===== src/rtl/full_st0_mode_sched_if.sv =====
// Control/status bundle between the stage-0 mode scheduler (master) and the
// stage-0 data FIFO controller plus error source (slave).
interface full_st0_mode_sched_if #(
  parameter int unsigned CREDIT_W = 3
);
  logic                enable;
  logic                fifo_has_data;
  logic                err_valid;
  logic                state_finish;
  logic                err_rdy;
  logic                error_update_mode;
  logic                error_update_latch;
  logic                error_update_first;
  logic                error_finish_tap;
  logic                error_tap_update_out;
  logic                state_length;
  logic [CREDIT_W-1:0] outstanding;
  logic                busy;

  modport master (
    input  enable, fifo_has_data, err_valid, state_finish,
    output err_rdy, error_update_mode, error_update_latch, error_update_first,
           error_finish_tap, error_tap_update_out, state_length, outstanding, busy
  );

  modport slave (
    output enable, fifo_has_data, err_valid, state_finish,
    input  err_rdy, error_update_mode, error_update_latch, error_update_first,
           error_finish_tap, error_tap_update_out, state_length, outstanding, busy
  );
endinterface


===== src/rtl/full_st0_mode_sched.sv =====
// Stage-0 pass scheduler: picks forward vs error-update passes, flushes the
// shared pipeline on mode switches and keeps forward runs from starving errors.
module full_st0_mode_sched #(
  parameter int unsigned CREDIT_W  = 3,
  parameter int unsigned MAX_OUT   = 7,
  parameter int unsigned DRAIN_CYC = 12,
  parameter int unsigned FAIR_MAX  = 4
) (
  input  logic                  clk,
  input  logic                  reset,
  full_st0_mode_sched_if.master sif
);
  localparam int unsigned DRAIN_W = (DRAIN_CYC > 1) ? $clog2(DRAIN_CYC) : 1;
  localparam int unsigned RUN_W   = $clog2(FAIR_MAX + 1);

  localparam logic [CREDIT_W-1:0] MAX_OUT_C  = CREDIT_W'(MAX_OUT);
  localparam logic [CREDIT_W-1:0] ONE_C      = CREDIT_W'(1);
  localparam logic [RUN_W-1:0]    FAIR_MAX_C = RUN_W'(FAIR_MAX);
  localparam logic [DRAIN_W-1:0]  DRAIN_LAST = DRAIN_W'(DRAIN_CYC - 1);

  typedef enum logic [1:0] {S_IDLE, S_FWD, S_ERR, S_DRAIN} state_e;

  state_e              state_q, state_d;
  state_e              target_q, target_d;
  logic [DRAIN_W-1:0]  drain_cnt_q, drain_cnt_d;
  logic [CREDIT_W-1:0] outstanding_q, outstanding_d;
  logic [RUN_W-1:0]    fwd_run_q, fwd_run_d;
  logic                err_rdy_q, err_rdy_d;
  logic                mode_q, mode_d;
  logic                latch_q, latch_d;
  logic                first_q, first_d;
  logic                finish_tap_q, finish_tap_d;
  logic                tap_out_q, tap_out_d;
  logic                length_q, length_d;
  logic                busy_q, busy_d;

  logic fwd_ok;
  logic err_win;
  logic err_entry;
  logic err_done;

  always_comb begin
    state_d       = state_q;
    target_d      = target_q;
    drain_cnt_d   = drain_cnt_q;
    outstanding_d = outstanding_q;
    fwd_run_d     = fwd_run_q;
    err_entry     = 1'b0;
    err_done      = 1'b0;

    // Credit/run updates first so the routing below sees post-update values.
    case (state_q)
      S_FWD: if (sif.state_finish) begin
        outstanding_d = outstanding_q + 1'b1;
        if (!sif.err_valid)
          fwd_run_d = '0;
        else if (fwd_run_q != FAIR_MAX_C)
          fwd_run_d = fwd_run_q + 1'b1;
      end
      S_ERR: if (sif.state_finish) begin
        outstanding_d = outstanding_q - 1'b1;
        fwd_run_d     = '0;
        err_done      = 1'b1;
      end
      default: ;
    endcase

    fwd_ok  = sif.fifo_has_data && (outstanding_d < MAX_OUT_C);
    err_win = sif.err_valid && (outstanding_d != '0) &&
              (!fwd_ok || (fwd_run_d == FAIR_MAX_C) || (state_q == S_ERR));

    case (state_q)
      S_IDLE: begin
        if (sif.enable && err_win) begin
          state_d   = S_ERR;
          err_entry = 1'b1;
        end else if (sif.enable && fwd_ok) begin
          state_d = S_FWD;
        end
      end
      S_FWD: if (sif.state_finish) begin
        if (!sif.enable) begin
          state_d = S_IDLE;
        end else if (err_win) begin
          state_d  = S_DRAIN;
          target_d = S_ERR;
        end else if (fwd_ok) begin
          state_d = S_FWD;
        end else begin
          state_d = S_IDLE;
        end
      end
      S_ERR: if (sif.state_finish) begin
        if (!sif.enable) begin
          state_d = S_IDLE;
        end else if (err_win) begin
          state_d   = S_ERR;
          err_entry = 1'b1;
        end else if (fwd_ok) begin
          state_d  = S_DRAIN;
          target_d = S_FWD;
        end else begin
          state_d = S_IDLE;
        end
      end
      S_DRAIN: begin
        if (drain_cnt_q == DRAIN_LAST) begin
          drain_cnt_d = '0;
          if (sif.enable) begin
            state_d   = target_q;
            err_entry = (target_q == S_ERR);
          end else begin
            state_d = S_IDLE;
          end
        end else begin
          drain_cnt_d = drain_cnt_q + 1'b1;
        end
      end
      default: ;
    endcase

    err_rdy_d    = err_done;
    finish_tap_d = err_done;
    first_d      = err_entry;
    mode_d       = (state_d == S_ERR);
    length_d     = (state_d == S_ERR);
    busy_d       = (state_d != S_IDLE);

    if (err_entry)
      latch_d = 1'b1;
    else if (state_d == S_FWD)
      latch_d = 1'b0;
    else
      latch_d = latch_q;

    if (err_entry)
      tap_out_d = (outstanding_d == ONE_C);
    else if (state_d == S_ERR)
      tap_out_d = tap_out_q;
    else
      tap_out_d = 1'b0;
  end

  always_ff @(posedge clk or negedge reset) begin
    if (!reset) begin
      state_q       <= S_IDLE;
      target_q      <= S_IDLE;
      drain_cnt_q   <= '0;
      outstanding_q <= '0;
      fwd_run_q     <= '0;
      err_rdy_q     <= 1'b0;
      mode_q        <= 1'b0;
      latch_q       <= 1'b0;
      first_q       <= 1'b0;
      finish_tap_q  <= 1'b0;
      tap_out_q     <= 1'b0;
      length_q      <= 1'b0;
      busy_q        <= 1'b0;
    end else begin
      state_q       <= state_d;
      target_q      <= target_d;
      drain_cnt_q   <= drain_cnt_d;
      outstanding_q <= outstanding_d;
      fwd_run_q     <= fwd_run_d;
      err_rdy_q     <= err_rdy_d;
      mode_q        <= mode_d;
      latch_q       <= latch_d;
      first_q       <= first_d;
      finish_tap_q  <= finish_tap_d;
      tap_out_q     <= tap_out_d;
      length_q      <= length_d;
      busy_q        <= busy_d;
    end
  end

  assign sif.err_rdy              = err_rdy_q;
  assign sif.error_update_mode    = mode_q;
  assign sif.error_update_latch   = latch_q;
  assign sif.error_update_first   = first_q;
  assign sif.error_finish_tap     = finish_tap_q;
  assign sif.error_tap_update_out = tap_out_q;
  assign sif.state_length         = length_q;
  assign sif.outstanding          = outstanding_q;
  assign sif.busy                 = busy_q;
endmodule


===== src/flat_wrapper.sv =====
// flat-port wrapper written by rule: the top's interface ports become plain ports
module full_st0_mode_sched_flat 
#(
  parameter int unsigned CREDIT_W  = 3,
  parameter int unsigned MAX_OUT   = 7,
  parameter int unsigned DRAIN_CYC = 12,
  parameter int unsigned FAIR_MAX  = 4
)
  (clk, reset, sif_enable, sif_fifo_has_data, sif_err_valid, sif_state_finish, sif_err_rdy, sif_error_update_mode, sif_error_update_latch, sif_error_update_first, sif_error_finish_tap, sif_error_tap_update_out, sif_state_length, sif_outstanding, sif_busy);
  full_st0_mode_sched_if #(.CREDIT_W(CREDIT_W)) sif_i ();
  input  logic clk;
  input  logic reset;
  input wire logic [$bits(sif_i.enable)-1:0] sif_enable;
  input wire logic [$bits(sif_i.fifo_has_data)-1:0] sif_fifo_has_data;
  input wire logic [$bits(sif_i.err_valid)-1:0] sif_err_valid;
  input wire logic [$bits(sif_i.state_finish)-1:0] sif_state_finish;
  output wire logic [$bits(sif_i.err_rdy)-1:0] sif_err_rdy;
  output wire logic [$bits(sif_i.error_update_mode)-1:0] sif_error_update_mode;
  output wire logic [$bits(sif_i.error_update_latch)-1:0] sif_error_update_latch;
  output wire logic [$bits(sif_i.error_update_first)-1:0] sif_error_update_first;
  output wire logic [$bits(sif_i.error_finish_tap)-1:0] sif_error_finish_tap;
  output wire logic [$bits(sif_i.error_tap_update_out)-1:0] sif_error_tap_update_out;
  output wire logic [$bits(sif_i.state_length)-1:0] sif_state_length;
  output wire logic [$bits(sif_i.outstanding)-1:0] sif_outstanding;
  output wire logic [$bits(sif_i.busy)-1:0] sif_busy;
  assign sif_i.enable = sif_enable;
  assign sif_i.fifo_has_data = sif_fifo_has_data;
  assign sif_i.err_valid = sif_err_valid;
  assign sif_i.state_finish = sif_state_finish;
  assign sif_err_rdy = sif_i.err_rdy;
  assign sif_error_update_mode = sif_i.error_update_mode;
  assign sif_error_update_latch = sif_i.error_update_latch;
  assign sif_error_update_first = sif_i.error_update_first;
  assign sif_error_finish_tap = sif_i.error_finish_tap;
  assign sif_error_tap_update_out = sif_i.error_tap_update_out;
  assign sif_state_length = sif_i.state_length;
  assign sif_outstanding = sif_i.outstanding;
  assign sif_busy = sif_i.busy;
  full_st0_mode_sched #(.CREDIT_W(CREDIT_W), .MAX_OUT(MAX_OUT), .DRAIN_CYC(DRAIN_CYC), .FAIR_MAX(FAIR_MAX)) u_core (.clk(clk), .reset(reset), .sif(sif_i));
endmodule

===== config.mk =====
export PLATFORM = sky130hd
export DESIGN_NAME = full_st0_mode_sched_flat
export DESIGN_NICKNAME = d
export VERILOG_FILES = /design/src/rtl/full_st0_mode_sched_if.sv /design/src/rtl/full_st0_mode_sched.sv /design/src/flat_wrapper.sv
export SDC_FILE = /design/constraint.sdc
export NUM_CORES = 1
export LEC_CHECK = 0
export CAP_MARGIN = 20
export CORE_UTILIZATION = 55
export DETAILED_ROUTE_END_ITERATION = 10
export PLACE_DENSITY = 0.75
export SLEW_MARGIN = 20
export SYNTH_ARGS = -nofsm -noshare
export SYNTH_HDL_FRONTEND = slang
export SYNTH_SLANG_ARGS = --single-unit

===== constraint.sdc =====
create_clock -name clk -period 3.3 [get_ports clk]
set_clock_uncertainty 0.15 [all_clocks]
set_input_delay 0.66 -clock clk [delete_from_list [all_inputs] [get_ports clk]]
set_output_delay 0.66 -clock clk [all_outputs]
set_load 0.02 [all_outputs]

==> impl_metrics.env <==
export IMPL_status="complete, no violations"
export IMPL_grt_max_degree=21
export IMPL_power_density_nw_per_um2=891
export IMPL_layout_common_cells="19 x dfrtp_1, 16 x inv_1, 16 x clkdlybuf4s50_1, 15 x buf_4, 11 x a21oi_1"
export IMPL_holdWs_ps=408
export IMPL_fin_nets=186
export IMPL_finish_utilization=0.731
export IMPL_via_per_inst=6.20
export IMPL_cts_tree="done"
export IMPL_syn_nets=156
export IMPL_cts_sinks=20
export IMPL_vias=1221
export IMPL_wl_microns=3110
export IMPL_gp_congestion=1.01
export IMPL_initial_core_util=0.604
export IMPL_ctsHtreeMaxLevel=1
export IMPL_grt_antenna_before_repair=0
export IMPL_overflow=0
export IMPL_ys_warn_count=0
export IMPL_critPathMaxStageDelay_ps=490
export IMPL_drive_gt1_frac=0.225
export IMPL_dr_pass1_iters=5
export IMPL_hp_class="register to register"
export IMPL_finalSetupViolCount=0
export IMPL_die_y_microns=52.2
export IMPL_worst_ep_required_time_ps=3370
export IMPL_clk_pin_slew_ps=120
export IMPL_fillers=189
export IMPL_path_max_fanout=6
export IMPL_irDropWorstVdd_mv=0.662
export IMPL_num_rows=17
export IMPL_clk_insertion_delay_late_ps=320
export IMPL_slew_headroom=0.421
export IMPL_ys_flop_type="dfrtp_1"
export IMPL_worstPathArrival_ps=3240
export IMPL_fmax_ghz=0.316
export IMPL_ant_nets=0
export IMPL_antenna_cells=0
export IMPL_drt_first_iter_violations=47
export IMPL_fin_crit_sh=0.960
export IMPL_synth_top_cells_by_area="dfrtp_1 36%, ha_1 9.0%, inv_1 4.3%, a21oi_1 4.0%, nand2_1 2.4%"
export IMPL_wl_per_cell_microns=15.8
export IMPL_die_w_microns=52.2
export IMPL_postPlaceCellArea_sq_um=1620
export IMPL_synth_top_cell_by_area="dfrtp_1"
export IMPL_p_leak_nw=0.778
export IMPL_syn_avg_cell_area_sq_um=9.91
export IMPL_area_delta_synth_final_pct=21.1
export IMPL_clockBufferDepth=2
export IMPL_hpwl_microns=2270
export IMPL_slew_viol_final=0
export IMPL_final_common_cell="dfrtp_1"
export IMPL_startpoint_type="register"
export IMPL_core_sq_um=2300
export IMPL_final_area_sq_um=1680
export IMPL_drc=0
export IMPL_grt_usage=0.254
export IMPL_hold_viol=0
export IMPL_worst_slew_pin_slew_ps=866
export IMPL_grt_pass1_vias=1168
export IMPL_synth_edff_count=0
export IMPL_synthArstFlopShare=1.00
export IMPL_die_area_sq_um=2730
export IMPL_synth_top_area_frac=0.361
export IMPL_finalCriticalPeriod_ps=3170
export IMPL_syn_inst=140
export IMPL_grt_pass1_wl_microns=4970
export IMPL_syn_area_sq_um=1390
export IMPL_port_buffers=16
export IMPL_synth_seq_cells=20
export IMPL_cts_root_buf="clkbuf_4"
export IMPL_io_pins=17
export IMPL_cp_end_kind="register"
export IMPL_critPathKind="register to register"
export IMPL_ys_seq_area_frac=0.361
export IMPL_rsz0062_at_grt="no"
export IMPL_cts_made_buffers=3
export IMPL_crit_path_cell_trace="inv_1, ha_1, and2_2, a221oi_4, buf_4, o31ai_4, nor2_1, a21oi_1, or4_4, o41ai_2"
export IMPL_drv_cap=0
export IMPL_slowest_stage="or4_4"
export IMPL_ys_types=47
export IMPL_finalPower_mw=1.50
## power breakdown
| part | internal, mW | total, mW | switching (mW) |
|---|---|---|---|
| Combinational | 0.446 | 0.933 | 0.488 |
| Clock | 0.0675 | 0.151 | 0.0830 |
| Sequential | 0.333 | 0.413 | 0.0801 |
## final timing paths
kind,cells past startpoint,startpoint,slack (ps),end
worst max-delay path,10,u_core.state_q[0]$_DFF_PN0_,130,u_core.sif.error_tap_update_out$_DFFE_PN0P_
worst min-delay path,2,u_core.sif.error_update_latch$_DFFE_PN0P_,410,u_core.sif.error_update_latch$_DFFE_PN0P_
worst max register to register,10,u_core.state_q[0]$_DFF_PN0_,130,u_core.sif.error_tap_update_out$_DFFE_PN0P_
worst min register to register,2,u_core.sif.error_update_latch$_DFFE_PN0P_,410,u_core.sif.error_update_latch$_DFFE_PN0P_
max in group asynchronous,1,reset,1750,u_core.state_q[0]$_DFF_PN0_
min in group asynchronous,1,reset,670,u_core.sif.error_update_first$_DFF_PN0_
## worst max-delay path: cells and delay by family (launching register included)
kind | cells | cell delay, ps
AOI/OAI and AO/OA | 4 | 800
adders and majority gates | 1 | 400
DFF | 1 | 440
buffers and inverters | 2 | 270
and+or+nand+nor | 3 | 1000
## Yosys cell counts (2+ instances only)
cell / number
buf_6: 3
nand2_1: 9
and3_1: 2
a21oi_1: 11
nand3_1: 5
buf_4: 2
and2_2: 2
nand3b_1: 2
a21o_1: 2
dfrtp_1: 20
nor3_1: 2
o211ai_1: 2
ha_1: 10
o21ai_0: 4
inv_1: 16
mux2i_1: 2
nor2_1: 8
nand2b_1: 2
a221oi_1: 2
o21bai_1: 2
a31oi_1: 2
a32oi_1: 2
mux2_2: 3
a22o_1: 2
## per-stage QoR
stage,setup TNS (ps),setup slack [ps],cells
after detailed placement,-201,-89.5,191
after global placement,-6.80,-6.80,191
after global routing,0,31.8,197
after floorplan,0,305,140
final,0,132,197
after CTS,0,26.2,195
## state kept, by name, indices dropped and copies added (netlist names), 2 cells and up
register / count
u_core.state_q: 2
u_core.sif.outstanding: 3
u_core.drain_cnt_q: 4
u_core.target_q: 2
u_core.fwd_run_q: 3
## per-layer routing
layer / track usage / vias up / share of wire / routed length [microns]
met2: 0.429 / 63 / 0.49 / 1520
met4: 0.136 / 0 / 0.022 / 67
met1: 0.308 / 581 / 0.43 / 1330
met5: 0 / - / 0 / 0
met3: 0.0406 / 9 / 0.061 / 189
li1: - / 568 / - / -
## kinds of logic (layout without fill, tap and decap cells)
group                    count (synthesis)  in the layout  share of synthesized area
buffers and inverters                   22             51                     0.0839
adder cells (fa/ha/maj)                 10             10                     0.0902
flip-flops                              20             20                      0.361
multiplexers                             6              6                     0.0550
AO/OA/AOI/OAI                           43             43                      0.258
AND/OR/NAND/NOR                         39             39                      0.152
## final cells by class
cell class	count	area [sq um]	share of cell area
tap	28	35.0	0.0208
inverter	16	60.1	0.0357
sequential	20	502	0.299
timing repair buffer	31	273	0.162
multi-input combinational	98	774	0.461
clock buffer	4	36.3	0.0216
## what timing repair did
| item | CTS | global route |
|---|---|---|
| endpoints found under the setup margin | 0 | 5 |
| gates resized for setup | 0 | 3 |
| hold buffers | 0 | 0 |
| buffers inserted | 0 | 2 |
Power figures use the tool's default switching activity.
